File: config.mk
export PLATFORM = sky130hd
export DESIGN_NAME = systolic_gemm_engine
export DESIGN_NICKNAME = d
export VERILOG_FILES = /design/src/rtl/systolic_gemm_engine_pkg.sv /design/src/rtl/systolic_gemm_engine_pe.sv /design/src/rtl/systolic_gemm_engine.sv
export SDC_FILE = /design/constraint.sdc
export NUM_CORES = 2
export LEC_CHECK = 0
export ABC_CLOCK_PERIOD_IN_PS = 13200
export BUFFER_PORTS_ARGS = -buffer_cell sky130_fd_sc_hd__buf_4
export CAP_MARGIN = 25
export CORE_ASPECT_RATIO = 1.1
export CORE_UTILIZATION = 45
export DETAILED_ROUTE_END_ITERATION = 6
export PLACE_DENSITY = 0.58
export SYNTH_ARGS = -nofsm -noshare
export SYNTH_HDL_FRONTEND = slang
export SYNTH_SLANG_ARGS = --single-unit
File: constraint.sdc
create_clock -name clk -period 13.2 [get_ports clk]
set_clock_uncertainty 0.05 [all_clocks]
set_input_delay 3.96 -clock clk [delete_from_list [all_inputs] [get_ports clk]]
set_output_delay 3.96 -clock clk [all_outputs]
set_load 0.01 [all_outputs]
File: src/rtl/systolic_gemm_engine_pkg.sv
// Shared definitions for the systolic GEMM engine.
//   run_state_e : run-control FSM states (IDLE -> LOAD -> FLUSH -> DRAIN)
//   idx_w()     : index width for an n-entry range, never narrower than 1 bit
package systolic_gemm_engine_pkg;

    typedef enum logic [1:0] {
        ST_IDLE  = 2'd0,
        ST_LOAD  = 2'd1,
        ST_FLUSH = 2'd2,
        ST_DRAIN = 2'd3
    } run_state_e;

    function automatic int idx_w(input int n);
        return (n > 1) ? $clog2(n) : 1;
    endfunction

endpackage

File: src/rtl/systolic_gemm_engine_pe.sv
// gemm_pe: one output-stationary processing element.
// It registers the A operand (passed right) and the B operand (passed down),
// each with its own valid bit. It accumulates A*B whenever both registered
// operands are valid. 'clear' zeroes the accumulator and takes priority.
// Ports:
//   clk, rst_n             clock, async active-low reset
//   clear                  synchronous accumulator clear
//   a_in/a_vld_in          A operand from the left neighbour or the skew line
//   b_in/b_vld_in          B operand from the upper neighbour or the skew line
//   a_out/a_vld_out        registered A towards the right neighbour
//   b_out/b_vld_out        registered B towards the lower neighbour
//   acc_out                running sum, ACC_W bits, wraps modulo 2^ACC_W
module gemm_pe
    import systolic_gemm_engine_pkg::*;
#(
    parameter int DATA_W = 8,
    parameter int ACC_W  = 32,
    parameter int SIGNED = 0
) (
    input  logic              clk,
    input  logic              rst_n,
    input  logic              clear,
    input  logic [DATA_W-1:0] a_in,
    input  logic              a_vld_in,
    input  logic [DATA_W-1:0] b_in,
    input  logic              b_vld_in,
    output logic [DATA_W-1:0] a_out,
    output logic              a_vld_out,
    output logic [DATA_W-1:0] b_out,
    output logic              b_vld_out,
    output logic [ACC_W-1:0]  acc_out
);

    localparam bit IS_SIGNED = (SIGNED != 0);
    localparam int PROD_W    = 2 * DATA_W;

    logic [DATA_W-1:0] a_q, a_d, b_q, b_d;
    logic              a_vld_q, a_vld_d, b_vld_q, b_vld_d;
    logic [ACC_W-1:0]  acc_q, acc_d;
    logic [PROD_W-1:0] a_ext, b_ext, prod;
    logic [ACC_W-1:0]  prod_ext;

    // Both operands are extended to the full product width before the
    // multiply. The low PROD_W bits of the product are then exact for
    // both signed and unsigned operands.
    always_comb begin
        a_d      = a_in;
        a_vld_d  = a_vld_in;
        b_d      = b_in;
        b_vld_d  = b_vld_in;
        a_ext    = {{DATA_W{IS_SIGNED & a_q[DATA_W-1]}}, a_q};
        b_ext    = {{DATA_W{IS_SIGNED & b_q[DATA_W-1]}}, b_q};
        prod     = a_ext * b_ext;
        prod_ext = {{(ACC_W-PROD_W){IS_SIGNED & prod[PROD_W-1]}}, prod};
        acc_d    = acc_q;
        if (clear) begin
            acc_d = '0;
        end else if (a_vld_q && b_vld_q) begin
            acc_d = acc_q + prod_ext;
        end
    end

    always_ff @(posedge clk or negedge rst_n) begin
        if (!rst_n) begin
            a_q     <= '0;
            a_vld_q <= 1'b0;
            b_q     <= '0;
            b_vld_q <= 1'b0;
            acc_q   <= '0;
        end else begin
            a_q     <= a_d;
            a_vld_q <= a_vld_d;
            b_q     <= b_d;
            b_vld_q <= b_vld_d;
            acc_q   <= acc_d;
        end
    end

    assign a_out     = a_q;
    assign a_vld_out = a_vld_q;
    assign b_out     = b_q;
    assign b_vld_out = b_vld_q;
    assign acc_out   = acc_q;

endmodule

File: src/rtl/systolic_gemm_engine.sv
// systolic_gemm_engine: output-stationary MxN MAC array computing
// C = A(MxK) * B(KxN) for a runtime K. Each beat carries one A column (M
// lanes) and one B row (N lanes). The results drain as a row-major stream.
// Ports:
//   clk, rst_n             clock, async active-low reset
//   start, k_len           launch a run (accepted in IDLE only); k_len = beats
//   busy                   high from accepted start until last result accepted
//   a_vec, b_vec, in_valid beat data with a joint valid; in_ready accepts it
//   res_data/row/col       C[r][c] with its coordinates
//   res_valid/res_ready    result handshake; res_last marks C[M-1][N-1]
module systolic_gemm_engine
    import systolic_gemm_engine_pkg::*;
#(
    parameter int DATA_W = 8,
    parameter int ACC_W  = 32,
    parameter int M      = 4,
    parameter int N      = 4,
    parameter int K_W    = 16,
    parameter int SIGNED = 0
) (
    input  logic                  clk,
    input  logic                  rst_n,
    input  logic                  start,
    input  logic [K_W-1:0]        k_len,
    output logic                  busy,
    output logic                  in_ready,
    input  logic [M*DATA_W-1:0]   a_vec,
    input  logic [N*DATA_W-1:0]   b_vec,
    input  logic                  in_valid,
    output logic [ACC_W-1:0]      res_data,
    output logic [idx_w(M)-1:0]   res_row,
    output logic [idx_w(N)-1:0]   res_col,
    output logic                  res_valid,
    output logic                  res_last,
    input  logic                  res_ready
);

    localparam int ROW_W   = idx_w(M);
    localparam int COL_W   = idx_w(N);
    localparam int FLUSH_W = idx_w(M + N);

    run_state_e        state_q, state_d;
    logic [K_W-1:0]    k_len_q, k_len_d;
    logic [K_W-1:0]    beat_cnt_q, beat_cnt_d;
    logic [FLUSH_W-1:0] flush_cnt_q, flush_cnt_d;
    logic [ROW_W-1:0]  row_q, row_d;
    logic [COL_W-1:0]  col_q, col_d;

    logic start_acc, beat_acc, res_acc, last_pos;

    logic [DATA_W-1:0] a_skew [M];
    logic              a_skew_vld [M];
    logic [DATA_W-1:0] b_skew [N];
    logic              b_skew_vld [N];
    logic [DATA_W-1:0] a_pass [M][N];
    logic              a_pass_vld [M][N];
    logic [DATA_W-1:0] b_pass [M][N];
    logic              b_pass_vld [M][N];
    logic [ACC_W-1:0]  acc [M][N];

    // Handshakes and outputs come from registered state only. The result
    // fields are therefore stable while a result waits for res_ready.
    always_comb begin
        busy      = (state_q != ST_IDLE);
        in_ready  = (state_q == ST_LOAD);
        res_valid = (state_q == ST_DRAIN);
        start_acc = start && (state_q == ST_IDLE);
        beat_acc  = in_valid && in_ready;
        res_acc   = res_valid && res_ready;
        last_pos  = (row_q == ROW_W'(M - 1)) && (col_q == COL_W'(N - 1));
        res_last  = res_valid && last_pos;
        res_row   = res_valid ? row_q : '0;
        res_col   = res_valid ? col_q : '0;
        res_data  = res_valid ? acc[row_q][col_q] : '0;
    end

    // Run FSM and counters. FLUSH lasts M+N-1 cycles. That is long enough
    // for the last beat to reach PE(M-1,N-1) and be accumulated there.
    always_comb begin
        state_d     = state_q;
        k_len_d     = k_len_q;
        beat_cnt_d  = beat_cnt_q;
        flush_cnt_d = flush_cnt_q;
        row_d       = row_q;
        col_d       = col_q;
        case (state_q)
            ST_IDLE: begin
                if (start_acc) begin
                    k_len_d     = k_len;
                    beat_cnt_d  = '0;
                    flush_cnt_d = '0;
                    row_d       = '0;
                    col_d       = '0;
                    state_d     = (k_len == '0) ? ST_DRAIN : ST_LOAD;
                end
            end
            ST_LOAD: begin
                if (beat_acc) begin
                    if (beat_cnt_q == k_len_q - K_W'(1)) begin
                        beat_cnt_d = '0;
                        state_d    = ST_FLUSH;
                    end else begin
                        beat_cnt_d = beat_cnt_q + K_W'(1);
                    end
                end
            end
            ST_FLUSH: begin
                if (flush_cnt_q == FLUSH_W'(M + N - 2)) begin
                    flush_cnt_d = '0;
                    state_d     = ST_DRAIN;
                end else begin
                    flush_cnt_d = flush_cnt_q + FLUSH_W'(1);
                end
            end
            ST_DRAIN: begin
                if (res_acc) begin
                    if (last_pos) begin
                        row_d   = '0;
                        col_d   = '0;
                        state_d = ST_IDLE;
                    end else if (col_q == COL_W'(N - 1)) begin
                        col_d = '0;
                        row_d = row_q + ROW_W'(1);
                    end else begin
                        col_d = col_q + COL_W'(1);
                    end
                end
            end
            default: state_d = ST_IDLE;
        endcase
    end

    always_ff @(posedge clk or negedge rst_n) begin
        if (!rst_n) begin
            state_q     <= ST_IDLE;
            k_len_q     <= '0;
            beat_cnt_q  <= '0;
            flush_cnt_q <= '0;
            row_q       <= '0;
            col_q       <= '0;
        end else begin
            state_q     <= state_d;
            k_len_q     <= k_len_d;
            beat_cnt_q  <= beat_cnt_d;
            flush_cnt_q <= flush_cnt_d;
            row_q       <= row_d;
            col_q       <= col_d;
        end
    end

    // A skew: lane i is delayed i cycles before it enters PE(i,0).
    // Each lane carries its own valid bit, so bubbles move through as invalid.
    for (genvar i = 0; i < M; i++) begin : g_a_skew
        if (i == 0) begin : g_direct
            assign a_skew[i]     = a_vec[i*DATA_W +: DATA_W];
            assign a_skew_vld[i] = beat_acc;
        end else begin : g_delay
            logic [DATA_W-1:0] dly_q [i];
            logic [DATA_W-1:0] dly_d [i];
            logic [i-1:0]      vld_q, vld_d;
            always_comb begin
                dly_d[0] = a_vec[i*DATA_W +: DATA_W];
                vld_d[0] = beat_acc;
                for (int s = 1; s < i; s++) begin
                    dly_d[s] = dly_q[s-1];
                    vld_d[s] = vld_q[s-1];
                end
            end
            always_ff @(posedge clk or negedge rst_n) begin
                if (!rst_n) begin
                    for (int s = 0; s < i; s++) dly_q[s] <= '0;
                    vld_q <= '0;
                end else begin
                    dly_q <= dly_d;
                    vld_q <= vld_d;
                end
            end
            assign a_skew[i]     = dly_q[i-1];
            assign a_skew_vld[i] = vld_q[i-1];
        end
    end

    // B skew: lane j is delayed j cycles before it enters PE(0,j).
    for (genvar j = 0; j < N; j++) begin : g_b_skew
        if (j == 0) begin : g_direct
            assign b_skew[j]     = b_vec[j*DATA_W +: DATA_W];
            assign b_skew_vld[j] = beat_acc;
        end else begin : g_delay
            logic [DATA_W-1:0] dly_q [j];
            logic [DATA_W-1:0] dly_d [j];
            logic [j-1:0]      vld_q, vld_d;
            always_comb begin
                dly_d[0] = b_vec[j*DATA_W +: DATA_W];
                vld_d[0] = beat_acc;
                for (int s = 1; s < j; s++) begin
                    dly_d[s] = dly_q[s-1];
                    vld_d[s] = vld_q[s-1];
                end
            end
            always_ff @(posedge clk or negedge rst_n) begin
                if (!rst_n) begin
                    for (int s = 0; s < j; s++) dly_q[s] <= '0;
                    vld_q <= '0;
                end else begin
                    dly_q <= dly_d;
                    vld_q <= vld_d;
                end
            end
            assign b_skew[j]     = dly_q[j-1];
            assign b_skew_vld[j] = vld_q[j-1];
        end
    end

    // PE grid. Column 0 takes A from the skew lines and row 0 takes B from
    // the skew lines. Every other PE takes its operands from a neighbour.
    // A beat accepted at cycle t therefore meets in PE(i,j) at cycle t+1+i+j.
    for (genvar i = 0; i < M; i++) begin : g_row
        for (genvar j = 0; j < N; j++) begin : g_col
            logic [DATA_W-1:0] a_in_w, b_in_w;
            logic              a_vld_w, b_vld_w;
            if (j == 0) begin : g_a_edge
                assign a_in_w  = a_skew[i];
                assign a_vld_w = a_skew_vld[i];
            end else begin : g_a_chain
                assign a_in_w  = a_pass[i][j-1];
                assign a_vld_w = a_pass_vld[i][j-1];
            end
            if (i == 0) begin : g_b_edge
                assign b_in_w  = b_skew[j];
                assign b_vld_w = b_skew_vld[j];
            end else begin : g_b_chain
                assign b_in_w  = b_pass[i-1][j];
                assign b_vld_w = b_pass_vld[i-1][j];
            end
            gemm_pe #(
                .DATA_W (DATA_W),
                .ACC_W  (ACC_W),
                .SIGNED (SIGNED)
            ) u_pe (
                .clk       (clk),
                .rst_n     (rst_n),
                .clear     (start_acc),
                .a_in      (a_in_w),
                .a_vld_in  (a_vld_w),
                .b_in      (b_in_w),
                .b_vld_in  (b_vld_w),
                .a_out     (a_pass[i][j]),
                .a_vld_out (a_pass_vld[i][j]),
                .b_out     (b_pass[i][j]),
                .b_vld_out (b_pass_vld[i][j]),
                .acc_out   (acc[i][j])
            );
        end
    end

endmodule
Yosys cells after proc, flatten, opt, wreduce, memory -nomap -nowiden
Cells that the tools add are included.
Cells by class
  muxes and demuxes: 65
  multiply operators: 16
  add/sub/neg operators: 21
  reduce and logical (&&, ||, !) cells: 44
  magnitude comparators: 2
  equal/unequal tests: 14
  bitwise logic cells: 2
Operator list (count)
  32-bit two-way mux: 35
  32-bit by 16-bit adder with 32-bit output: 16
  128-bit binary-select mux with 2-bit select: 1
  8-bit by 8-bit multiplier with 16-bit output: 16
  128-bit two-way mux: 2
  32-bit binary-select mux with 2-bit select: 1
  16-bit two-way mux: 3
  2-bit nonzero test: 19
  2-bit two-way mux: 16
  16-bit one-hot mux with 2 select lines: 1
  1-bit logical AND: 17
  16-bit by 1-bit adder with 16-bit output, second input constant: 1
  16-bit equality test: 1
  16-bit logical NOT: 1
  16-bit by 1-bit subtractor with 16-bit output, second input constant: 1
  2-bit by 1-bit inequality test with 1-bit output, second input constant: 5
  2-bit equality test, second input constant: 4
  2-bit one-hot mux with 2 select lines: 2
  2-bit one-hot mux with 4 select lines: 1
  3-bit greater-or-equal comparator, second input constant: 2
  3-bit two-way mux: 2
  2-bit inverter with 3-bit output: 2
  3-bit one-hot mux with 2 select lines: 1
  3-bit AND reduction: 2
  other kinds (10): 12
Word-level totals
  output and inout bits: 40
  word-level logic and storage cells: 255
  bits of input ports: 85
  register bits after elaboration: 936

Longest topological paths before layout
  word-level depth: 8
  depth in mapped cells: 20

Hierarchy
A second synthesis with hierarchy kept.
Unflattened totals
  cells, all modules: 9168
  area, all modules: 86496.7 sq um
Modules (own cells, without submodules)
  gemm_pe (g_row[0].g_col[0].u_pe ...): sequential area each 1251.2 sq um, area each 4884.7 sq um, cells an instance 546, instances 6
  gemm_pe (g_row[2].g_col[1].u_pe ...): sequential area each 1251.2 sq um, area each 4870.9 sq um, cells an instance 536, instances 5
  systolic_gemm_engine: sequential area each 3503.4 sq um, area each 9183.8 sq um, cells an instance 633, instances 1
  gemm_pe (g_row[3].g_col[3].u_pe): sequential area each 1251.2 sq um, area each 4773.3 sq um, cells an instance 516, instances 1
  gemm_pe (g_row[3].g_col[2].u_pe): sequential area each 1251.2 sq um, area each 4738.3 sq um, cells an instance 519, instances 1
  gemm_pe (g_row[2].g_col[0].u_pe): sequential area each 1251.2 sq um, area each 4728.3 sq um, cells an instance 511, instances 1
  gemm_pe (g_row[0].g_col[1].u_pe): sequential area each 1251.2 sq um, area each 4720.8 sq um, cells an instance 519, instances 1
  gemm_pe (g_row[1].g_col[3].u_pe): sequential area each 1251.2 sq um, area each 4689.5 sq um, cells an instance 514, instances 1

Worst setup path after synthesis
Ideal clock, no wire load.
  kind: register to output
  from: register row_q[0]
  to: output port res_data[0]
  cell stages (with the launch flop): 7
  path slack: 6.605 ns
  buffers on the path: 3
  arrival time: 2.585 ns
  path through: dfrtp_1 -> clkbuf_1 -> clkbuf_1 -> buf_1 -> mux4_2 -> mux4_2 -> and2_1
Between the ends
  longest elaborated chain between the ends: 8
RTL lines
  start, declared: line systolic_gemm_engine.sv:46  | logic [ROW_W-1:0] row_q, row_d;
  start signal, assigned: line systolic_gemm_engine.sv:146  | row_q <= row_d;
  2-bit inverter with 3-bit output (implied by the code): line systolic_gemm_engine.sv:74  | res_data = res_valid ? acc[row_q][col_q] : '0;
  128-bit binary-select mux with 2-bit select: line systolic_gemm_engine.sv:74
  128-bit two-way mux (implied by the code) (2 in series): line systolic_gemm_engine.sv:74
  32-bit binary-select mux with 2-bit select: line systolic_gemm_engine.sv:74
  32-bit two-way mux (implied by the code) (2 in series): line systolic_gemm_engine.sv:74
  32-bit two-way mux: line systolic_gemm_engine.sv:74
  end, declared: line systolic_gemm_engine.sv:30  | output logic [ACC_W-1:0] res_data,
No other way between the ends. The select of a mux whose other input is x is not followed.

Worst setup path after layout
  from: register row_q[1]
  to: output port res_data[12]
Same word-level chain as after synthesis.

==> flow_metrics.tcl <==
set metrics [dict create \
    dieWidth_um 405.4 \
    drt_pre_antenna_iters 6 \
    critical_path_class "flop to output port" \
    synth_edf_count 0 \
    maxSlewViolCount 0 \
    drc_errors 0 \
    arrival_ns 4.43 \
    synth_warnings 0 \
    register_area_sq_um 22850 \
    antenna_found_initial 20 \
    postRouteAntennaNets 0 \
    finalPower_mw 19.41 \
    whs_ns 0.2837 \
    leakagePower_nw 44.02 \
    cts_tree "done" \
    cts_resized 0 \
    grt_max_degree 150 \
    fin_nets 9886 \
    fillerInstances 16654 \
    syn_area_sq_um 80550 \
    cp.required_ns 9.19 \
    wirelength_mm 239.8 \
    synth_cells 8270 \
    wire_per_inst_um 22.18 \
    power_density_nw_per_um2 220.5 \
    syn-mean-instance-area_sq_um 9.740 \
    synth-seq-cells 912 \
    path_clk_slew_ns 0.06 \
    maxCapViolCount 0 \
    synth_flop_cell "dfrtp_1" \
    syn2layout_area_growth_pct 9.274 \
    io_pins 125 \
    numPortBuffers 124 \
    critPathLaunchType "flop" \
    fmax_mhz 118.5 \
    start_util_pct 45.36 \
    drt_first_iter_violations 4200 \
    gp_congestion 0.9619 \
    vdd_drop_max_mv 0.1634 \
    yosysSeqAreaShare_pct 28.33 \
    routed-via-count 58969 \
    endpoint_kind "output port" \
    ctsHoldBuffers 0 \
    instances_no_fill 10813 \
    clk_latency_ns 0.77 \
    placed_cells 10602 \
    postPlaceCellArea_sq_um 84100 \
    period_needed_ns 8.440 \
    dieArea_sq_um 180700 \
    htreeDepth 3 \
    cts.sinks 912 \
    finalCritPeriodShare_pct 63.94 \
    coreArea_sq_um 177600 \
    cts-root-buf "clkbuf_16" \
    synth_cell_types 84 \
    grt.overflow.total 0 \
    hold_path.class "flop to flop" \
    drive_gt1_share_pct 6.869 \
    slew-limit-headroom_pct 24.98 \
    outcome "complete, no violations" \
    hold_viol 0 \
    grtUsageTotal_pct 27.17 \
    first_global_vias 60464 \
    vias_per_cell 5.454 \
    rsz0062_at_grt "false" \
    rows 162 \
    die_h_um 445.7 \
    clockBufferDepth 3 \
    post_cts_buffers 0 \
    synth_fp_nets 9819 \
    setup_viol 0 \
    multi_input_area_sq_um 50860 \
    fin_area_sq_um 88020 \
    dpl.hpwl_mm 188.7 \
    tightest_slew_ns 1.125 \
    grt_pass1_wl_mm 372.2 \
    final.setup.tns_ns 0 \
    cts_inserted_buffers 108 \
    ys_async_sr_fraction_pct 100.0 \
    critPathMaxFanout 60 \
]
logic make-up (layout without fill, tap and decap cells):
group                    after synthesis  after routing  synth area share [%]
multiplexers                         378            378                 7.200
XOR/XNOR                             338            338                 3.675
flip-flops                           912            912                 28.33
AO/OA/AOI/OAI                        823            823                 6.658
adder cells (fa/ha/maj)             1464           1464                 30.20
AND/OR/NAND/NOR                     2521           2521                 15.38
other                                  0              6                     0
buffers and inverters               1834           1993                 8.562
final cells by class:
class                   instances  share of cell area, %
diodes                          6                0.01706
well taps                    2378                  3.380
clock buffers                 142                  3.457
repair buffers                172                  1.596
flip-flops and latches        912                  25.96
multi-input cells            5524                  57.78
clock inverters                60                 0.9055
inverters                    1619                  6.904
registers in the layout (all words and copies together), names as in the netlist:
| register | flops |
|---|---|
| state_q | 2 |
| g_row.g_col.u_pe.b_out | 128 |
| g_b_skew.g_delay.dly_d | 24 |
| g_a_skew.g_delay.vld_q | 1 |
| g_a_skew.g_delay.dly_d | 24 |
| col_q | 2 |
| g_row.g_col.u_pe.a_vld_out | 3 |
| flush_cnt_q | 3 |
| beat_cnt_q | 16 |
| g_a_skew.g_delay.dly_q | 8 |
| row_q | 2 |
| g_b_skew.g_delay.dly_q | 8 |
| g_row.g_col.a_in_w | 16 |
| g_row.g_col.u_pe.acc_out | 512 |
| g_row.g_col.u_pe.b_vld_out | 1 |
| g_b_skew.g_delay.vld_q | 2 |
| g_row.g_col.b_in_w | 16 |
| g_row.g_col.u_pe.a_out | 128 |
| k_len_q | 16 |
layout by cell type (no fill, tap or decap), types with 163 or more instances in the layout:
master | Yosys | final
nor2_1 | 588 | 588
inv_1 | 1617 | 1617
dfrtp_1 | 912 | 903
xnor2_1 | 194 | 194
nand2_1 | 733 | 732
buf_4 | 1 | 163
ha_1 | 664 | 663
a21oi_1 | 207 | 207
o21ai_0 | 176 | 176
fa_1 | 800 | 800
mux2i_1 | 207 | 207
and2_1 | 626 | 625
worst paths after layout:
path	cells past startpoint	slack (ns)	to	startpoint
max	6	4.76	res_data[12]	row_q[1]
min	0	0.28	g_row[0].g_col[2].u_pe.b_out[1]	g_row[0].g_col[2].b_in_w[1]
max reg2reg	16	7.01	g_row[3].g_col[2].u_pe.acc_out[20]	g_row[3].g_col[2].u_pe.a_out[7]
min reg2reg	0	0.28	g_row[0].g_col[2].u_pe.b_out[1]	g_row[0].g_col[2].b_in_w[1]
max in group asynchronous	3	8.00	g_row[3].g_col[0].a_in_w[2]	rst_n
min in group asynchronous	1	3.13	g_row[0].g_col[3].u_pe.b_out[2]	rst_n
where the power goes:
part           total [mW]  internal [mW]  switching (mW)  leakage [nW]
clock network        3.25           1.91            1.34          1.85
registers            4.18           3.24           0.937          11.6
logic                12.0           5.12            6.85          30.5
synthesized netlist by cell type, drive strengths merged, types with 10 or more instances:
library cell / count / area, sq um
or4: 11 / 82.58
o2111ai: 15 / 131.4
ha: 664 / 8308
xor2: 144 / 1261
nand2b: 50 / 312.8
a211oi: 54 / 405.4
nor2b: 48 / 300.3
a21boi: 14 / 105.1
and2: 626 / 3916
nand4: 46 / 294.0
fa: 800 / 16020
o31ai: 18 / 135.1
o22ai: 15 / 93.84
nor3b: 11 / 82.58
o31a: 11 / 96.34
clkbuf: 173 / 649.4
o21bai: 25 / 187.7
mux4: 160 / 3603
and4: 15 / 131.4
o311ai: 10 / 87.58
o211ai: 38 / 285.3
nor3: 94 / 470.5
or3: 54 / 337.8
xnor2: 194 / 1699
a21oi: 209 / 1054
inv: 1617 / 6070
nor4: 18 / 163.9
a31oi: 34 / 212.7
o21a: 58 / 435.4
buf: 42 / 170.2
dfrtp: 912 / 22820
mux2i: 207 / 2072
and3: 75 / 469.2
mux2: 11 / 123.9
a21o: 59 / 442.9
nand2: 733 / 2751
o21ai: 178 / 890.9
nor2: 588 / 2207
or2: 12 / 75.07
nand3: 116 / 580.6
nand3b: 10 / 75.07
worst max-delay path, stage by stage (launching register included):
cell,delay [ns]
dfrtp_4,0.79
buf_4,0.53
buf_4,0.72
mux4_2,0.47
mux4_2,0.48
and2_1,0.32
buf_4,0.22
per-layer routing:
metal / wire [um] / track usage [%] / vias to the layer above
met1: 104700 / 37.70 / 30366
met4: 9618 / 10.41 / 14
met5: 98 / 0 / -
met3: 15800 / 4.014 / 355
met2: 109600 / 42.89 / 1675
li1: - / - / 26559
stage by stage:
stage | utilization, % | setup slack, ns
2_1_floorplan | - | 6.605
3_3_place_gp | 47.36 | 5.696
3_5_place_dp | 47.36 | 5.631
4_1_cts | 49.53 | 4.794
5_1_grt | 49.56 | 4.684
6_report | 49.57 | 4.760
Power figures use the tool's default switching activity.
